$ cat config.mk
export PLATFORM = sky130hd
export DESIGN_NAME = mmio_uart_tx_flat
export DESIGN_NICKNAME = d
export VERILOG_FILES = /design/src/rtl/mmio_uart_tx_if.sv /design/src/rtl/mmio_uart_tx.sv /design/src/flat_wrapper.sv
export SDC_FILE = /design/constraint.sdc
export NUM_CORES = 1
export LEC_CHECK = 0
export ABC_AREA = 1
export BUFFER_PORTS_ARGS = -buffer_cell sky130_fd_sc_hd__buf_2
export CAP_MARGIN = 20
export CORE_MARGIN = 1
export CORE_UTILIZATION = 25
export DETAILED_ROUTE_END_ITERATION = 6
export PLACE_DENSITY = 0.5
export SETUP_SLACK_MARGIN = 0.05
export SKIP_LAST_GASP = 1
export SLEW_MARGIN = 20
export SYNTH_ARGS = -nofsm -noshare
export SYNTH_HDL_FRONTEND = slang
export SYNTH_SLANG_ARGS = --single-unit
$ cat constraint.sdc
create_clock -name clk -period 2 [get_ports clk]
set_input_delay 0.3 -clock clk [delete_from_list [all_inputs] [get_ports clk]]
set_output_delay 0.3 -clock clk [all_outputs]
set_load 0.05 [all_outputs]
$ cat src/rtl/mmio_uart_tx_if.sv
// Processor load/store port used by the memory-mapped UART transmitter.
// The master drives the strobes, address and store data; the slave returns load data.
interface mmio_uart_tx_if;
  logic        mem_write;
  logic        mem_read;
  logic [31:0] address;
  logic [31:0] write_data;
  logic [31:0] read_data;

  modport master (
    output mem_write, mem_read, address, write_data,
    input  read_data
  );

  modport slave (
    input  mem_write, mem_read, address, write_data,
    output read_data
  );
endinterface

$ cat src/rtl/mmio_uart_tx.sv
// Memory-mapped 8N1 UART transmitter with a small transmit FIFO and a sticky
// overflow flag, readable through a status register.
module mmio_uart_tx #(
  parameter int          CLKS_PER_BIT = 8,
  parameter int          FIFO_DEPTH   = 4,
  parameter logic [31:0] TX_ADDR      = 32'h0000_0100,
  parameter logic [31:0] STAT_ADDR    = 32'h0000_0104
) (
  input  logic             clk,
  input  logic             reset,
  mmio_uart_tx_if.slave    bus,
  output logic             tx,
  output logic             tx_busy
);

  localparam int AW   = $clog2(FIFO_DEPTH);
  localparam int CNTW = AW + 1;
  localparam int CW   = $clog2(CLKS_PER_BIT);
  localparam logic [CW-1:0]   CLK_LAST = CW'(CLKS_PER_BIT - 1);
  localparam logic [CNTW-1:0] CNT_FULL = CNTW'(FIFO_DEPTH);

  typedef enum logic [1:0] {IDLE, START, DATA, STOP} state_t;

  state_t          state, state_next;
  logic [CW-1:0]   clk_cnt, clk_cnt_next;
  logic [2:0]      bit_cnt, bit_cnt_next;
  logic [7:0]      shreg, shreg_next;
  logic            tx_next;

  logic [7:0]      fifo_mem [FIFO_DEPTH];
  logic [AW-1:0]   wr_ptr, rd_ptr;
  logic [CNTW-1:0] count;
  logic            fifo_empty, fifo_full;
  logic            overflow;

  logic            push_req, push, pop, stat_write, bit_done;
  logic            unused_upper;

  assign fifo_empty = (count == '0);
  assign fifo_full  = (count == CNT_FULL);
  assign bit_done   = (clk_cnt == CLK_LAST);

  assign push_req   = bus.mem_write && (bus.address == TX_ADDR);
  assign stat_write = bus.mem_write && (bus.address == STAT_ADDR);
  // A full FIFO still accepts a store on the edge that frees the head slot.
  assign push       = push_req && (!fifo_full || pop);

  assign unused_upper = ^bus.write_data[31:8];

  assign tx_busy       = (state != IDLE) || !fifo_empty;
  assign bus.read_data = (bus.mem_read && (bus.address == STAT_ADDR))
                         ? {28'b0, overflow, fifo_empty, fifo_full, tx_busy}
                         : 32'b0;

  always_ff @(posedge clk) begin
    if (reset) state <= IDLE;
    else       state <= state_next;
  end

  // NOTE: combinational blocks use blocking assignments and give every output
  // a default first, so no path leaves a signal unassigned and infers a latch.
  always_comb begin
    state_next = state;
    case (state)
      IDLE:    if (!fifo_empty) state_next = START;
      START:   if (bit_done) state_next = DATA;
      DATA:    if (bit_done && (bit_cnt == 3'd7)) state_next = STOP;
      STOP:    if (bit_done) state_next = IDLE;
      default: state_next = IDLE;
    endcase
  end

  // tx is registered from the upcoming state so the line changes on the same
  // edge as the state does.
  always_comb begin
    pop          = 1'b0;
    clk_cnt_next = clk_cnt;
    bit_cnt_next = bit_cnt;
    shreg_next   = shreg;
    tx_next      = 1'b1;
    case (state)
      IDLE: begin
        if (!fifo_empty) begin
          pop          = 1'b1;
          shreg_next   = fifo_mem[rd_ptr];
          clk_cnt_next = '0;
          bit_cnt_next = '0;
        end
      end
      START, STOP: clk_cnt_next = bit_done ? '0 : clk_cnt + CW'(1);
      DATA: begin
        clk_cnt_next = bit_done ? '0 : clk_cnt + CW'(1);
        if (bit_done) begin
          bit_cnt_next = bit_cnt + 3'd1;
          shreg_next   = shreg >> 1;
        end
      end
      default: ;
    endcase
    case (state_next)
      START:   tx_next = 1'b0;
      DATA:    tx_next = shreg_next[0];
      default: tx_next = 1'b1;
    endcase
  end

  always_ff @(posedge clk) begin
    if (reset) begin
      clk_cnt  <= '0;
      bit_cnt  <= '0;
      shreg    <= '0;
      tx       <= 1'b1;
      wr_ptr   <= '0;
      rd_ptr   <= '0;
      count    <= '0;
      overflow <= 1'b0;
    end else begin
      clk_cnt <= clk_cnt_next;
      bit_cnt <= bit_cnt_next;
      shreg   <= shreg_next;
      tx      <= tx_next;
      if (push) wr_ptr <= wr_ptr + AW'(1);
      if (pop)  rd_ptr <= rd_ptr + AW'(1);
      case ({push, pop})
        2'b10:   count <= count + CNTW'(1);
        2'b01:   count <= count - CNTW'(1);
        default: count <= count;
      endcase
      if (push_req && fifo_full && !pop) overflow <= 1'b1;
      else if (stat_write)               overflow <= 1'b0;
    end
  end

  // NOTE: the storage array has no reset; entries are only read after being
  // written, and leaving it unreset lets it map onto plain registers or LUT RAM.
  always_ff @(posedge clk) begin
    if (push && !reset) fifo_mem[wr_ptr] <= bus.write_data[7:0];
  end

endmodule

$ cat src/flat_wrapper.sv
// flat-port wrapper written by rule: the top's interface ports become plain ports
module mmio_uart_tx_flat 
#(
  parameter int          CLKS_PER_BIT = 8,
  parameter int          FIFO_DEPTH   = 4,
  parameter logic [31:0] TX_ADDR      = 32'h0000_0100,
  parameter logic [31:0] STAT_ADDR    = 32'h0000_0104
)
  (clk, reset, tx, tx_busy, bus_mem_write, bus_mem_read, bus_address, bus_write_data, bus_read_data);
  mmio_uart_tx_if bus_i ();
  input  logic clk;
  input  logic reset;
  output logic tx;
  output logic tx_busy;
  input wire logic [$bits(bus_i.mem_write)-1:0] bus_mem_write;
  input wire logic [$bits(bus_i.mem_read)-1:0] bus_mem_read;
  input wire logic [$bits(bus_i.address)-1:0] bus_address;
  input wire logic [$bits(bus_i.write_data)-1:0] bus_write_data;
  output wire logic [$bits(bus_i.read_data)-1:0] bus_read_data;
  assign bus_i.mem_write = bus_mem_write;
  assign bus_i.mem_read = bus_mem_read;
  assign bus_i.address = bus_address;
  assign bus_i.write_data = bus_write_data;
  assign bus_read_data = bus_i.read_data;
  mmio_uart_tx #(.CLKS_PER_BIT(CLKS_PER_BIT), .FIFO_DEPTH(FIFO_DEPTH), .TX_ADDR(TX_ADDR), .STAT_ADDR(STAT_ADDR)) u_core (.clk(clk), .reset(reset), .bus(bus_i), .tx(tx), .tx_busy(tx_busy));
endmodule
* Word level (Yosys, flattened, before mapping)
Memories as Yosys holds them, arrays and structs flattened. A register that Yosys moved wholly into a read port is not among the register bits. Index checks and enable logic that the tools add are counted. W data, S select, Z words.
Storage, ports and cells: register bits 25, latch bits 0, bits in writable memories 32, memory bits (read-only) 0, output and inout bits 34, logic and storage cells 77, memories 1
Memory list:
- u_core.fifo_mem | words 4, bits a word 8, rd ports 1, clocked after Yosys merged registers in 1, write ports 1, line mmio_uart_tx.sv:30 | logic [7:0] fifo_mem [FIFO_DEPTH];
Operators by class: add/sub/neg operators 6, multipliers 0, divide/modulo/power cells 0, $lt $le $gt $ge 0, equal/unequal tests 14, shifts and indexed selects 0, muxes and demuxes 24, bitwise gates (word level) 0, reduce and logical (&&, ||, !) cells 22
Operators by type and width (number):
- $eq A32 B9 Y1 const B | 2
- $pmux W3 S2 | 3
- $mux W8 | 2
- $pmux W8 S2 | 1
- $mux W2 | 6
- $add A3 B1 Y3 const B | 3
- $eq A3 B3 Y1 const B | 3
- $mux W3 | 3
- $eq A2 B2 Y1 const B | 4
- $logic_and A1 B1 Y1 | 8
- $pmux W2 S4 | 1
- $reduce_bool A2 Y1 | 4
- $eq A2 B1 Y1 const B | 3
- $mux W1 | 6
- $add A2 B1 Y2 const B | 2
- $logic_not A1 Y1 | 4
- $mux W4 | 1
- $logic_not A3 Y1 | 1
- $reduce_and A3 Y1 | 1
- $reduce_or A3 Y1 | 1
- $sub A3 B1 Y3 const B | 1
- $logic_not A2 Y1 | 1
- $logic_or A1 B1 Y1 | 2
- $ne A2 B1 Y1 const B | 1
- other kinds (2) | 2

* Logic depth before layout (Yosys ltp)
word-level depth 8, mapped depth 15, depth with buffers taken out 15

* Worst setup path before layout
No wires, ideal clock.
path kind input port to output port, start input bus_address[1], end output bus_read_data[1], arrival 2338 ps, data required time 1700 ps, slack -638 ps, stages 7, cell sequence nor2_1 > nand2_1 > nor2_1 > nand2_1 > nor2_2 > nand3_1 > nor4_1
On the way: cells in the longest elaborated chain, start to end 3
RTL lines:
- start, declared | line flat_wrapper.sv:17 | input wire logic [$bits(bus_i.address)-1:0] bus_address;
- $eq A32 B9 Y1 | line mmio_uart_tx.sv:51 | assign bus.read_data = (bus.mem_read && (bus.address == STAT_ADDR))
- $logic_and A1 B1 Y1 | line mmio_uart_tx.sv:51
- $mux W4 | line mmio_uart_tx.sv:52 | ? {28'b0, overflow, fifo_empty, fifo_full, tx_busy}
- end, declared | line flat_wrapper.sv:19 | output wire logic [$bits(bus_i.read_data)-1:0] bus_read_data;
Every way passes these cells.

* Worst setup path after layout
start input bus_address[31], end output bus_read_data[1]
Same word-level chain as after synthesis.

==> summary.md <==
| Metric | Value |
|---|---|
| Final Hold Viols | 0 |
| Area overhead of the layout relative to synthesis | 22.7% |
| Crit share post-route | 87.5% |
| Final non-filler cell total | approximately 530 |
| Quantity of hold-fixing buffers added after cts | 0 |
| Async set or reset register ratio after synthesis | 0% |
| Total Wirelength | about 5500 um |
| Number of fillers in the final layout | roughly 1200 |
| Final setup violation count | 0 |
| Sum Neg Setup Slack | 0 ps |
| Number of buffers on the longest clock path | 2 |
| Critical Path End Type | primary output |
| I/O pin total | between 100 and 150 |
| Final count of pins violating max slew | 0 |
| Cell leakage power | between 1 and 1.5 nW |
| Sinks on the clock net | around 60 |
| Maximum cell stage delay along the critical path | about 270 ps |
| Number of instances in the synthesized netlist | 327 |
| Cell type with the largest total area after synthesis | sky130_fd_sc_hd__edfxtp_1 |
| Number of register bits inferred by synthesis | slightly below 60 |
| Die Span Y | ~110 um |
| Maximum fanout count along the critical path | 4 |
| TritonCTS clock tree | done |
| Final total power | about 0.0031 W |
| Portion of the post-synthesis area used by sequential elements | between 50% and 60% |
| Global-route wire length before repair | between 9000 and 10000 um |
| Proportion of netlist area held by the largest area contributor | 33.5% |
| Router iterations before antenna repair | 4 |
| Residual overflow from global routing | 0 |
| Min Hold Slack | between 150 and 200 ps |
| Die Span X | approximately 110 um |
| Outcome | completed |
| Routability Congestion | roughly 0.7 |
| Highest clock rate | between 0.5 and 0.6 GHz |
| Clk pin slew, worst setup/hold paths | about 50 ps |
| Power density cells | between 800 and 900 mW/mm^2 |
| Top flip-flop cell by instance count after synthesis | sky130_fd_sc_hd__edfxtp_1 |
| Required time of the critical path | 1700 ps |
| Max-Cap Viols | 0 |
| Area of the core | around 0.011 mm^2 |
| # port buffers | just under 50 |
| Cell Area, Synth | 0.00287 mm^2 |
| Ant. Diodes | 0 |
| DP Wirelength | between 3000 and 4000 um |
| Worst path slowest cell | sky130_fd_sc_hd__clkbuf_4 |
| Maximum number of pins on one net before global-route repair | 17 |
| Initial standard-cell utilization of the core | around a quarter |
| Clk_skew | 6.25 ps |
| Number of library cell types mapped by synthesis | 29 |
| 1st-iter DRT viols | 63 |
| Syn Area/Cell | 8.77 um^2 |
| Minimum period implied by the final worst setup slack | between 1500 and 2000 ps |
| Worst IR Drop VDD | around 0.00051 V |
| Number of flops mapped to enable cells by yosys | 32 |
| Most common cell in the netlist | sky130_fd_sc_hd__nor2_1 |
| Detailed-route via count | around 2200 |
| Post-detailed-route via-to-cell ratio | 4.08 |
| Top cells by instance count after synthesis | 68 x sky130_fd_sc_hd__nor2_1, 54 x sky130_fd_sc_hd__nand2_1, 32 x sky130_fd_sc_hd__buf_4, 32 x sky130_fd_sc_hd__edfxtp_1 |
| Routed length per instance | 10.2 um |
| Maximum level of the CTS H-tree | 3 |
| Arr. time, crit path | about 1500 ps |
| Hold Path Class | in2reg |
| Critical Path, Cell by Cell | buf_2 -> nor2_1 -> nand2_1 -> nor2_1 -> nand2_1 -> nor2_2 -> nand3_2 -> nor4_4 -> clkbuf_4 |
| Antenna violations before repair | 0 |
| Vias in the first global route | roughly 2000 |
| Number of cells after detailed placement | approximately 520 |
| Std cell rows | 38 |
| Root buffer cell | sky130_fd_sc_hd__clkbuf_16 |
| Antenna Violating Nets Remaining | 0 |
| Layout net count | 465 |
| Global-route usage over all layers | a little over a tenth |
| Layout cells sized above 1 | a little over a fifth |
| Warning count from the yosys run | 0 |
| Die area | between 0.01 and 0.015 mm^2 |
| Post-detailed-route DRC marker count | 0 |
| Clock insertion delay at the later pin of the skew report | about 320 ps |
| Setup repair after global routing missed its margin | false |
| Kind of start point of the critical path | input port |
| Number of buffers created by CTS | 9 |
| Leading cell types by total area after synthesis | sky130_fd_sc_hd__edfxtp_1 33%, sky130_fd_sc_hd__dfxtp_1 19%, sky130_fd_sc_hd__nor2_1 8.9%, sky130_fd_sc_hd__buf_4 8.4%, sky130_fd_sc_hd__nand2_1 7.1% |
| Class of the most critical setup path | in2out |
[cell families after synthesis]
logic type,share of synthesized area [%]
AO/OA/AOI/OAI,10.9
adder cells (fa/ha/maj),4.19
buffers and inverters,13.0
flip-flops,52.3
multiplexers,0.698
other,0.131
AND/OR/NAND/NOR,18.8
[final timing paths]
path	startpoint	to	slack, ps	cells after the start
worst min register to register	u_core.clk_cnt[0]	u_core.clk_cnt[0]	460	1
worst max-delay path	bus_address[31]	bus_read_data[1]	250	9
worst max register to register	u_core.state[0]	u_core.count[2]	300	12
worst min-delay path	bus_write_data[3]	u_core.fifo_mem[0][3]	190	1
[registers in the layout, summed over array words and instances, names as in the netlist, named ones only]
signal,cells
u_core.bit_cnt,3
u_core.clk_cnt,3
u_core.count,3
u_core.fifo_mem,32
u_core.overflow,1
u_core.rd_ptr,2
u_core.shreg,8
u_core.state,2
u_core.tx,1
u_core.wr_ptr,2
[worst max-delay path: cells and delay by family]
family	cells	cell delay [ps]
and+or+nand+nor	7	800
buffers and inverters	2	370
[placed cells by master (no fill, tap or decap), types with 2 or more instances in the layout]
cell / n
sky130_fd_sc_hd__o32ai_1: 5
sky130_fd_sc_hd__buf_2: 47
sky130_fd_sc_hd__nand2_2: 5
sky130_fd_sc_hd__a21oi_1: 14
sky130_fd_sc_hd__nand3_1: 4
sky130_fd_sc_hd__inv_2: 4
sky130_fd_sc_hd__clkbuf_16: 9
sky130_fd_sc_hd__a31oi_1: 5
sky130_fd_sc_hd__clkinvlp_4: 2
sky130_fd_sc_hd__clkinv_2: 2
sky130_fd_sc_hd__nor2_2: 2
sky130_fd_sc_hd__mux2i_1: 2
sky130_fd_sc_hd__clkbuf_1: 2
sky130_fd_sc_hd__o21a_1: 2
sky130_fd_sc_hd__clkbuf_4: 2
sky130_fd_sc_hd__dfxtp_1: 27
sky130_fd_sc_hd__a22oi_1: 2
sky130_fd_sc_hd__conb_1: 28
sky130_fd_sc_hd__nor2_1: 67
sky130_fd_sc_hd__inv_1: 27
sky130_fd_sc_hd__edfxtp_1: 32
sky130_fd_sc_hd__nand2_1: 54
sky130_fd_sc_hd__buf_4: 9
sky130_fd_sc_hd__o211ai_1: 2
sky130_fd_sc_hd__o21ai_0: 19
sky130_fd_sc_hd__o22ai_1: 3
sky130_fd_sc_hd__ha_1: 8
[final cells by class]
cell class / count / area (um^2) / share of cell area (%)
clock inverter: 5 / 55.1 / 1.56
clock buffer: 11 / 233 / 6.61
timing repair buffer: 58 / 318 / 9.03
multi-input combinational: 228 / 1120 / 31.8
sequential: 59 / 1500 / 42.6
inverter: 32 / 120 / 3.41
tap: 140 / 175 / 4.98
[what timing repair did]
action                                  CTS  global route
hold endpoints to repair                  0             0
gates resized for setup                   0             4
setup buffers                             0             0
endpoints found under the setup margin    0             5
[where the power goes]
part / internal (W) / switching [W] / total [W]
clock network: 0.000957 / 0.000500 / 0.00146
logic: 0.0000934 / 0.000264 / 0.000358
registers: 0.00130 / 0.0000166 / 0.00131
[metal layers]
| metal | GRT usage (%) | up-vias | wire length (um) |
|---|---|---|---|
| met5 | 0 | - | 0 |
| met4 | 4.63 | 0 | 90 |
| met3 | 3.11 | 7 | 239 |
| met2 | 17.2 | 56 | 2540 |
| met1 | 12.7 | 964 | 2590 |
| li1 | - | 1146 | - |
[stage by stage]
| stage | utilization [%] | instance area (um^2) | setup slack, ps |
|---|---|---|---|
| 6_report | 31.9 | 3520 | 249 |
| 4_1_cts | 31.8 | 3510 | 118 |
| 5_1_grt | 31.9 | 3520 | 80.9 |
| 2_1_floorplan | - | 2990 | 101 |
| 3_3_place_gp | 29.2 | 3220 | 94.2 |
| 3_5_place_dp | 29.2 | 3220 | 93.5 |
Note: power is estimated with default switching activity, not from simulation.
